===== src/rtl/ubfly_s2b.sv =====
// rtl/ubfly_s2b.sv - stochastic-to-binary converter for butterfly bitstreams
// Counts ones on four streams over 2^BITWIDTH enabled cycles and hands out saturated counts.
module ubfly_s2b #(
  parameter int BITWIDTH = 8
) (
  input  logic                iClk,
  input  logic                iRst,
  input  logic                iEn,
  input  logic                iClr,
  input  logic                iStart,
  input  logic                iReal0,
  input  logic                iImg0,
  input  logic                iReal1,
  input  logic                iImg1,
  input  logic                iReady,
  output logic                oBusy,
  output logic                oValid,
  output logic [BITWIDTH-1:0] oReal0,
  output logic [BITWIDTH-1:0] oImg0,
  output logic [BITWIDTH-1:0] oReal1,
  output logic [BITWIDTH-1:0] oImg1
);

  localparam logic [1:0] S_IDLE  = 2'd0;
  localparam logic [1:0] S_ACCUM = 2'd1;
  localparam logic [1:0] S_DONE  = 2'd2;

  localparam logic [BITWIDTH:0] LAST_SAMPLE = (BITWIDTH+1)'((1 << BITWIDTH) - 1);

  logic [1:0]                     state_q, state_d;
  logic [BITWIDTH:0]              cyc_q, cyc_d;
  logic [3:0][BITWIDTH:0]         cnt_q, cnt_d;
  logic [3:0][BITWIDTH-1:0]       out_q, out_d;
  logic                           valid_q, valid_d;
  logic [3:0]                     bits;

  // A full window of ones yields N, which does not fit; clamp to all-ones.
  function automatic logic [BITWIDTH-1:0] sat(input logic [BITWIDTH:0] c);
    return c[BITWIDTH] ? {BITWIDTH{1'b1}} : c[BITWIDTH-1:0];
  endfunction

  assign bits = {iImg1, iReal1, iImg0, iReal0};

  always_comb begin
    state_d = state_q;
    cyc_d   = cyc_q;
    cnt_d   = cnt_q;
    out_d   = out_q;
    valid_d = valid_q;

    case (state_q)
      S_IDLE: begin
        if (iStart) begin
          state_d = S_ACCUM;
          cyc_d   = '0;
          cnt_d   = '0;
        end
      end
      S_ACCUM: begin
        if (iEn) begin
          for (int i = 0; i < 4; i++) begin
            cnt_d[i] = cnt_q[i] + {{BITWIDTH{1'b0}}, bits[i]};
          end
          cyc_d = cyc_q + 1'b1;
          if (cyc_q == LAST_SAMPLE) begin
            state_d = S_DONE;
            valid_d = 1'b1;
            for (int i = 0; i < 4; i++) begin
              out_d[i] = sat(cnt_d[i]);
            end
          end
        end
      end
      S_DONE: begin
        if (valid_q && iReady) begin
          state_d = S_IDLE;
          valid_d = 1'b0;
        end
      end
      default: state_d = S_IDLE;
    endcase

    if (iClr) begin
      state_d = S_IDLE;
      cyc_d   = '0;
      cnt_d   = '0;
      out_d   = '0;
      valid_d = 1'b0;
    end
  end

  always_ff @(posedge iClk or posedge iRst) begin
    if (iRst) begin
      state_q <= S_IDLE;
      cyc_q   <= '0;
      cnt_q   <= '0;
      out_q   <= '0;
      valid_q <= 1'b0;
    end else begin
      state_q <= state_d;
      cyc_q   <= cyc_d;
      cnt_q   <= cnt_d;
      out_q   <= out_d;
      valid_q <= valid_d;
    end
  end

  assign oBusy  = (state_q == S_ACCUM);
  assign oValid = valid_q;
  assign oReal0 = out_q[0];
  assign oImg0  = out_q[1];
  assign oReal1 = out_q[2];
  assign oImg1  = out_q[3];

endmodule


===== config.mk =====
export PLATFORM = sky130hd
export DESIGN_NAME = ubfly_s2b
export DESIGN_NICKNAME = d
export VERILOG_FILES = /design/src/rtl/ubfly_s2b.sv
export SDC_FILE = /design/constraint.sdc
export NUM_CORES = 1
export LEC_CHECK = 0
export BUFFER_PORTS_ARGS = -buffer_cell sky130_fd_sc_hd__buf_4
export CAP_MARGIN = 5
export CORE_MARGIN = 3
export CORE_UTILIZATION = 30
export DETAILED_ROUTE_END_ITERATION = 6
export SKIP_LAST_GASP = 1
export SYNTH_ARGS = -nofsm -noshare
export SYNTH_HDL_FRONTEND = slang
export SYNTH_SLANG_ARGS = --single-unit

===== constraint.sdc =====
create_clock -name iClk -period 3.5 [get_ports iClk]
set_input_delay 0.7 -clock iClk [delete_from_list [all_inputs] [get_ports iClk]]
set_output_delay 0.7 -clock iClk [all_outputs]
set_load 0.05 [all_outputs]

# ---- Word-level counts from Yosys, hierarchy flattened
# Cells that the tools add are included.
dict set report op_classes {
  add_sub_neg 5
  muxes 27
  reduce_logical 11
  n_eq_ne 7
}
# cell n
set op_table {}
lappend op_table {{$mux W32} 4}
lappend op_table {{$mux W36} 3}
lappend op_table {{$pmux W36 S2} 1}
lappend op_table {{$add A9 B1 Y9} 4}
lappend op_table {{$mux W8} 4}
lappend op_table {{$mux W9} 3}
lappend op_table {{$pmux W9 S2} 1}
lappend op_table {{$mux W2} 5}
lappend op_table {{$add A9 B1 Y9 const B} 1}
lappend op_table {{$eq A9 B8 Y1 const B} 1}
lappend op_table {{$ne A3 B3 Y1 const B} 3}
lappend op_table {{$reduce_and A4 Y1} 2}
lappend op_table {{$pmux W2 S3} 1}
lappend op_table {{$reduce_and A3 Y1} 2}
lappend op_table {{$reduce_bool A2 Y1} 3}
lappend op_table {{$reduce_bool A3 Y1} 2}
lappend op_table {{$mux W1} 4}
lappend op_table {{$ne A3 B2 Y1 const B} 1}
lappend op_table {{$eq A2 B1 Y1 const B} 1}
lappend op_table {{$eq A2 B2 Y1 const B} 1}
lappend op_table {{$logic_not A2 Y1} 1}
lappend op_table {{$pmux W1 S2} 1}
lappend op_table {{$logic_and A1 B1 Y1} 1}
dict set report word_totals {
  register_bits 80
  word_cells 61
  output_inout_bits 34
  in_bits 10
}

# ---- Longest topological paths before layout
# Gate-level depths: netlist of the first run.
dict set report depth {
  word_depth 6
  mapped_depth 11
  ltp_nobuf 9
}

# ---- Least setup slack after synthesis of the first run
# OpenSTA, ideal clock, no wires.
dict set report synth_path {
  path_type {flip-flop to flip-flop}
  start {register cyc_q[0]}
  end {register out_q, in the netlist oReal0[0]}
  period_less_slack_ns 2.276
  path_slack_ns 1.224
  required_time_ns 3.401
  n_path_buf 3
  setup_ns 0.099
  stages_incl_launch_ff 11
  t_arrival_ns 2.176
  cell_sequence {dfrtp_1 > ha_1 > and3_1 > and3_1 > and3_1 > ha_1 > and4b_1 > buf_2 > buf_4 > buf_4 > a311oi_1}
}
dict set report synth_between {
  elab_chain_cells 3
}
# item line_no
set synth_rtl {}
lappend synth_rtl {{start: declaration} 31} ;# logic [BITWIDTH:0] cyc_q, cyc_d;
lappend synth_rtl {{start signal: assignment} 101} ;# cyc_q <= cyc_d;
lappend synth_rtl {{$eq A9 B8 Y1} 65} ;# if (cyc_q == LAST_SAMPLE) begin
lappend synth_rtl {{$reduce_bool A2 Y1 (no line)} n/a}
lappend synth_rtl {{$reduce_and A3 Y1 (no line)} n/a}
lappend synth_rtl {{end signal: assignment} 103} ;# out_q <= out_d;
lappend synth_rtl {{end: declaration} 33} ;# logic [3:0][BITWIDTH-1:0] out_q, out_d;
# No other way between the ends.
# A chain may end at the register's enable or synchronous reset.

# ---- Final worst setup path of the first run
dict set report layout_path {
  start {register cyc_q[0]}
  end {register out_q, in the netlist oImg0[4]}
}
# The elaborated chain is that of the path after synthesis.

==> results of run 1 <==
## worst max path at each step
stage                            to  cells past startpoint
2_1_floorplan  cnt_q[0]$_DFFE_PP0P_                      1
3_3_place_gp   oImg0[1]$_DFFE_PP0P_                      8
4_1_cts        oImg0[7]$_DFFE_PP0P_                      8
6_report       oImg0[4]$_DFFE_PP0P_                      8
3_5_place_dp   oImg0[4]$_DFFE_PP0P_                      8
5_1_grt        oImg0[3]$_DFFE_PP0P_                      8
## layer usage
| metal | part of all wire, % | routed length (um) | GRT usage (%) | up-vias |
|---|---|---|---|---|
| li1 | - | - | - | 1660 |
| met4 | 1.3 | 130 | 4.72 | 0 |
| met2 | 46 | 4560 | 20.5 | 57 |
| met5 | 0 | 0 | 0 | - |
| met1 | 48 | 4760 | 18.8 | 1683 |
| met3 | 3.9 | 384 | 2.86 | 13 |
## worst max-delay path, delay by kind of cell, from the launching register on
kind | cells | cell delay, ns
adder cells (fa/ha/maj) | 2 | 0.38
AO/OA/AOI/OAI | 1 | 0.14
flip-flops | 1 | 0.38
AND/OR/NAND/NOR | 5 | 1.76
## per-stage QoR
step | setup slack (ns) | power, mW | std cells | hold slack (ns) | cell area [um2]
5_1_grt | 0.448 | 2.10 | 645 | 0.522 | 4900
3_5_place_dp | 0.711 | 1.04 | 629 | 0.474 | 4580
2_1_floorplan | 0.748 | 1.01 | 442 | 0.437 | 4180
3_3_place_gp | 0.771 | 1.03 | 629 | 0.465 | 4580
4_1_cts | 0.700 | 2.05 | 645 | 0.487 | 4900
6_report | 0.700 | 2.03 | 645 | 0.471 | 4900
## cells by family (layout without fill, tap and decap cells)
| family | count (synthesis) | after routing | synth area share, % |
|---|---|---|---|
| buffers and inverters | 47 | 74 | 5.66 |
| flip-flops | 80 | 80 | 47.9 |
| AO/OA/AOI/OAI | 140 | 140 | 21.1 |
| XOR/XNOR | 17 | 17 | 3.92 |
| multiplexers | 3 | 3 | 0.748 |
| AND/OR/NAND/NOR | 145 | 145 | 17.7 |
| adder cells (fa/ha/maj) | 10 | 10 | 2.99 |
## area by class of cell
class                           instances  area share [%]
Tap cell                              176            4.49
Clock inverter                          5            1.63
Inverter                               10           0.791
Sequential cell                        80            40.8
Clock buffer                           11            4.95
Timing Repair Buffer                   48            7.61
Multi-Input combinational cell        315            39.7
## flip-flops by register name (all words and copies together), names as in the netlist
signal / flops
oReal1: 8
oValid: 1
cyc_q: 9
oReal0: 8
cnt_q: 36
oImg0: 8
oImg1: 8
state_q: 2
## placed cells by master (no fill, tap or decap), types with 3 or more instances in the layout
master	synthesis	routed
o31ai_1	7	7
and4_1	4	4
ha_1	10	10
o22ai_1	4	4
a211o_1	8	8
nand4_1	9	9
o32ai_1	5	5
a22o_1	3	3
buf_4	6	47
dfrtp_1	80	80
a31oi_1	6	6
o21ai_1	18	18
nor3_1	4	4
and3_1	11	11
inv_1	10	9
o211ai_1	4	4
a311oi_1	6	6
nor2_1	42	42
nand3_1	21	21
nand2b_1	3	3
xnor2_1	9	9
a21oi_1	13	13
clkbuf_16	0	9
nand2_1	34	34
o21ai_0	45	45
xor2_1	6	6
a211oi_1	14	14
## where the power goes
group	internal, mW	switching, mW	leakage [nW]
sequential	0.928	0.00332	1.12
clock	0.643	0.365	0.152
combinational	0.0232	0.0631	0.859
total	1.59	0.432	2.13
==> impl.org, run 1 <==
** STA
- RSZ-0062 raised after global routing :: false
- The final-report max-slew violation count was 0.
- Final number of setup-violating endpoints :: 0
- Final period demand of the worst path :: 2.80 ns
- Final hold viol count :: 0
- Worst clock skew :: 0.00623 ns
- Final worst path period share :: 80.0%
- Headroom to the max-slew limit came out at 51.1%.
- Setup Total Neg Slack :: 0 ns
- Least-Margin Pin Slew :: 0.733 ns
- Highest clock frequency the design can meet :: 357 MHz

** Logic synthesis
- Sequential area share after synthesis :: 47.9%
- Synthesis warning total :: 0
- After synthesis, the mean cell area works out to 9.46 um2.
- Netlist cell types :: 53
- The cell count after synthesis came out at 442.
- In the post-synthesis netlist, the biggest area contributors are dfrtp_1, o21ai_0, nor2_1, nand2_1, ha_1.
- dfrtp_1 takes more of the synthesized area than any other cell.
- The most used flip-flop cell after synthesis is dfrtp_1.
- Area share of the largest cell type after synthesis :: 47.9%
- Number of enable flip-flop cells after synthesis :: 0
- Most used standard cell by instance count after synthesis :: dfrtp_1
- After synthesis, the share of flip-flops with an asynchronous set or reset is 100%.
- Post-synth top cells :: dfrtp_1, o21ai_0, nor2_1, nand2_1, nand3_1
- Seq cells post-synth :: 80
- Synthesized cell area :: 4180 um2
- Net count after synthesis :: 462

** Power and ir drop
- Worst voltage drop across the vdd grid :: 0.199 mV
- Power density over the cells :: 413 nW/um2
- Leakage power total :: 2.13 nW

** GRT
- Number of global-route vias before repair :: 3274
- Global routing finished with a remaining overflow of 0.
- Global routing consumed, over all layers together, 13.4% of the routing resources.
- The first global-routing pass estimated 16400 um of wire.
- Number of antenna violations at the first check in global routing :: 0
- Entering global routing, the biggest net connects 43 pins.

** CTS
- Clock sink count :: 80
- Counting the buffers created by CTS gives 9.
- The H-tree was split into 3 levels.
- TritonCTS built the clock tree.
- Post-cts sizing count :: 0
- Setup bufs post-CTS :: 0
- After clock tree synthesis, the flow added hold-fix buffers numbering 0.
- Clock-pin transition on the worst setup and hold timing paths :: 0.06 ns
- Clock Tree Buf Depth :: 2
- Clock tree synthesis selected as its root buffer the cell clkbuf_16.
- At the later pin of the worst-skew pair, clock insertion delay measures 0.33 ns.

** Floorplan
- Floorplan die height :: 124 um
- Pin placement for this block handled 44 I/O pins.
- Initial Utilization :: 31.1%
- Cell Rows :: 42
- The floorplan step set the die width to 124 um.
- The core region is 13500 um2.
- Area of the die :: 15400 um2

** Critical path
- Cell count of the worst reg-to-reg path :: 8
- In this design, the stage delay of the slowest critical-path cell is 0.62 ns.
- Walking the worst path, the cells encountered are ha_1, and3_1, and3_1, and3_1, ha_1, nand4b_1, nor3b_2, a211oi_1.
- Critical path startpoint :: cyc_q[0]$_DFFE_PP0P_
- The worst setup path is launched from a flip-flop.
- Worst setup EP type :: flip-flop
- Critical path fanouts, max :: 13
- Flop-to-flop setup slack :: 0.70 ns
- R2R Path Start :: cyc_q[0]$_DFFE_PP0P_
- For the worst setup path, the data required time is 3.69 ns.
- Critical path's slowest cell :: nor3b_2
- Cell with the most instances on the worst path :: and3_1
- Worst setup path category :: flip-flop to flip-flop
- In this run the critical register-to-register path is captured at oImg0[4]$_DFFE_PP0P_.
- STA puts the critical path data arrival time at 2.99 ns.

** Detailed routing
- First drt pass iteration count :: 5
- After detailed routing, the average wire length per cell comes to 15.2 um.
- Number of vias after detailed routing :: 3413
- Number of vias per cell :: 5.29
- After detailed routing, the number of remaining DRC violations is 0.
- Residual antenna-violating net count after detailed routing :: 0
- DRT iter0 DRCs :: 206
- After detailed routing, the total wire length is 9830 um.

** Run status
- Status :: finished, final reports clean

** Flow run
- Maxcap violations :: 0

** Final layout
- Antenna cell count :: 0
- Layout Utilization :: 36.4%
- Final layout net count :: 484
- Area overhead of the layout relative to synthesis :: 17.2%
- Layout cell share with drive strength beyond 1 :: 15.1%
- The sequential cells in the finished layout cover a total of 2000 um2.
- Area of combinational cells with multiple inputs :: 1940 um2
- Fill cells :: 1381

** Place
- Number of buffer cells added on primary ports :: 43
- The congestion estimate from routability-driven global placement came to 0.783.
- The wire-length estimate of the detail-placed layout is 6630 um.

** Min path
- Class of the tightest hold or removal check :: input pin to async pin
(Power assumes the default switching activity.)
==> inputs of run 2 (changes only) <==
Clock period 3.5 ns to 2.9 ns, I/O delays scaled along.
==> run 2 against run 1 <==
Effect of this change: critical endpoint is now oReal0[5]$_DFFE_PP0P_; register-to-register slack lost 0.37 ns; largest cell class unchanged; clock skew decreased by 0.0011 ns; total power grew 21%; count of clock-buffer cells in the layout fell by 2; sequential share of layout area decreased by 0.18 points.
==> impl.org, run 2 (same netlist as run 1, synthesis figures left out) <==
** Final layout
- For this run, the share of the core covered by cells in the final layout is 36.6%.
- Summing all flip-flop and latch instances after layout gives 2000 um2.
- Compared with the post-synthesis result, the final layout area differs by 17.7%.
- Most frequent standard cell in the layout excluding fill and tap cells :: dfrtp_1
- Fill cells :: 1394
- The net count of the finished layout is 487.
- Layout cell share with drive strength beyond 1 :: 15.9%
- The repair_antennas step left the layout with diodes totalling 0.
- Final std cell area, no fill :: 4920 um2
- Register name with the most flops :: cnt_q
- Number of standard cells in the final layout excluding fillers :: 648
- Regs by FF count :: cnt_q (36), cyc_q (9)
- Most frequent cells in the layout :: dfrtp_1, buf_4, o21ai_0, nor2_1, nand2_1
- Number of flip-flops in the largest register :: 36
- Area of combinational cells with multiple inputs :: 1940 um2

** Critical path
- Cell with the most instances on the worst path :: and3_1
- Critical path data arrival time :: 2.77 ns
- In this run the worst path has a maximum fanout of 21.
- Worst Path Buf+Inv :: 1
- In this design, the stage delay of the slowest critical-path cell is 0.46 ns.
- Worst setup path category :: flip-flop to flip-flop
- At the worst endpoint, the required time is 3.10 ns.
- Crit path max-delay family :: simple AND/OR/NAND/NOR gates
- Traced cell by cell, the critical path runs through ha_1, and3_1, and3_1, and3_1, ha_1, and4b_2, buf_4, nand4_1, o211ai_1, o22ai_1.
- The worst setup path is captured at a flip-flop.
- Type of origin of the critical path :: flip-flop
- The slowest stage of the critical path is the and4b_2 cell.

** Floorplan
- Cell Rows :: 42
- Die Width :: 124 um
- The floorplan step defined a die boundary enclosing 15400 um2.
- Initial Utilization :: 31.1%
- The floorplan step defined a core boundary enclosing 13500 um2.
- 44 I/O pins were placed.
- Floorplan die height :: 124 um

** STA
- Final worst path period share :: 88.6%
- The final-report max-slew violation count was 0.
- Setup violations remaining at the end of the flow were counted as 0.
- RSZ-0062 raised after global routing :: false
- Setup Total Neg Slack :: 0 ns
- At the pin with the least slew margin, the transition time is 0.632 ns.
- Worst-case headroom to the max-slew limit :: 57.8%
- Final period demand of the worst path :: 2.57 ns
- Worst clock skew :: 0.00515 ns
- Final hold viol count :: 0
- Highest clock frequency the design can meet :: 389 MHz

** CTS
- The number of clock buffers added by TritonCTS is 9.
- The H-tree was split into 3 levels.
- TritonCTS built the clock tree.
- Clock-pin transition on the worst setup and hold timing paths :: 0.06 ns
- Post-cts hold buffer count :: 0
- Clock Tree Buf Depth :: 2
- Worst skew pair latency :: 0.34 ns
- Setup bufs post-CTS :: 0
- Clock sink count :: 80
- Cell at the root of the clock tree :: clkbuf_16
- Once the clock tree was built, the resizer swapped 0 gates to a different size.

** Flow run
- Maxcap violations :: 0

** Min path
- The worst hold path belongs to the class input pin to async pin.

** GRT
- In this run the most used layer during global routing was met2.
- Number of antenna violations at the first check in global routing :: 0
- For this run, the total global-route usage over all layers was measured as 13.1%.
- Entering global routing, the biggest net connects 48 pins.
- First-pass GRT wire length :: 16000 um
- Met3 Use GR :: 3.41%
- Number of global-route vias before repair :: 3170
- Aggregate global routing overflow :: 0
- Global routing consumed, on the met2 layer, 19.8% of the routing resources.
- In the global route stage, met1 resource usage came out at 18.5%.

** Power and ir drop
- Post-layout total power :: 2.46 mW
- Worst voltage drop across the vdd grid :: 0.262 mV
- Leakage power total :: 2.13 nW
- Power density over the cells :: 499 nW/um2

** Place
- Instance count after placement with tap cells included :: 632
- Number of buffer cells added on primary ports :: 43
- Placer congestion estimate :: 0.804
- Placed Area :: 4600 um2
- HPWL after DPL :: 6380 um

** Detailed routing
- First drt pass iteration count :: 4
- For this block, the via count after detailed routing is 3383.
- Dividing the detail-routed wire length by the instance count gives 14.9 um.
- In this run the remaining antenna-violating nets after routing total 0.
- Total wirelength of the detailed-routed design :: 9670 um
- Number of design rule violations left after detail routing :: 0
- The first routing iteration left 276 violations.
- Number of vias per cell :: 5.22

** Run status
- The flow ran to the end, and the final reports show no timing, DRC or antenna violations.
## run 2: changes by cell type in the layout (fill, tap and decap cells not counted), sizes merged
cell / change
buf: +3
clkinv: +1
clkinvlp: +1
clkbuf: -2
## run 2: metrics by stage
stage                     hold WS [ns]  setup WS, ns
after floorplan                  0.437         0.268
after global placement           0.466         0.417
after detailed placement         0.471         0.324
after CTS                        0.324         0.301
after global routing             0.362        0.0834
final                            0.298         0.330
## run 2: final timing paths
kind	from	end	slack, ns	cells after the start
setup / recovery	cyc_q[0]$_DFFE_PP0P_	oReal0[5]$_DFFE_PP0P_	0.33	10
hold reg to reg	cyc_q[8]$_DFFE_PP0P_	cyc_q[8]$_DFFE_PP0P_	0.48	2
min in group iClk	cyc_q[8]$_DFFE_PP0P_	cyc_q[8]$_DFFE_PP0P_	0.48	2
max in group asynchronous	iRst	cnt_q[18]$_DFFE_PP0P_	1.93	3
setup reg to reg	cyc_q[0]$_DFFE_PP0P_	oReal0[5]$_DFFE_PP0P_	0.33	10
hold / removal	iRst	cyc_q[5]$_DFFE_PP0P_	0.30	2
## run 2: worst register-to-register path, cell delays in order (launching register included)
cell,delay (ns)
dfrtp_1,0.38
ha_1,0.19
and3_1,0.22
and3_1,0.18
and3_1,0.16
ha_1,0.18
and4b_2,0.46
buf_4,0.32
nand4_1,0.13
o211ai_1,0.10
o22ai_1,0.10
## run 2: layer usage
metal / routed length [um] / share of wire, % / vias up
li1: - / - / 1663
met1: 4810 / 50 / 1649
met2: 4290 / 44 / 58
met3: 459 / 4.7 / 13
met4: 100 / 1.0 / 0
met5: 0 / 0 / -
## run 2: cell type report
type	count	area share, %
sequential	80	40.7
multi-input combinational	315	39.5
timing repair buffer	51	8.03
clock buffer	9	4.58
tap	176	4.47
clock inverter	7	1.96
inverter	10	0.788
## run 2: where the power goes
group	switching [mW]	leakage [nW]	total, mW	internal, mW
Sequential	0.00405	1.12	1.12	1.12
Clock	0.477	0.148	1.23	0.754
Combinational	0.0755	0.871	0.103	0.0278
Total	0.556	2.13	2.46	1.90
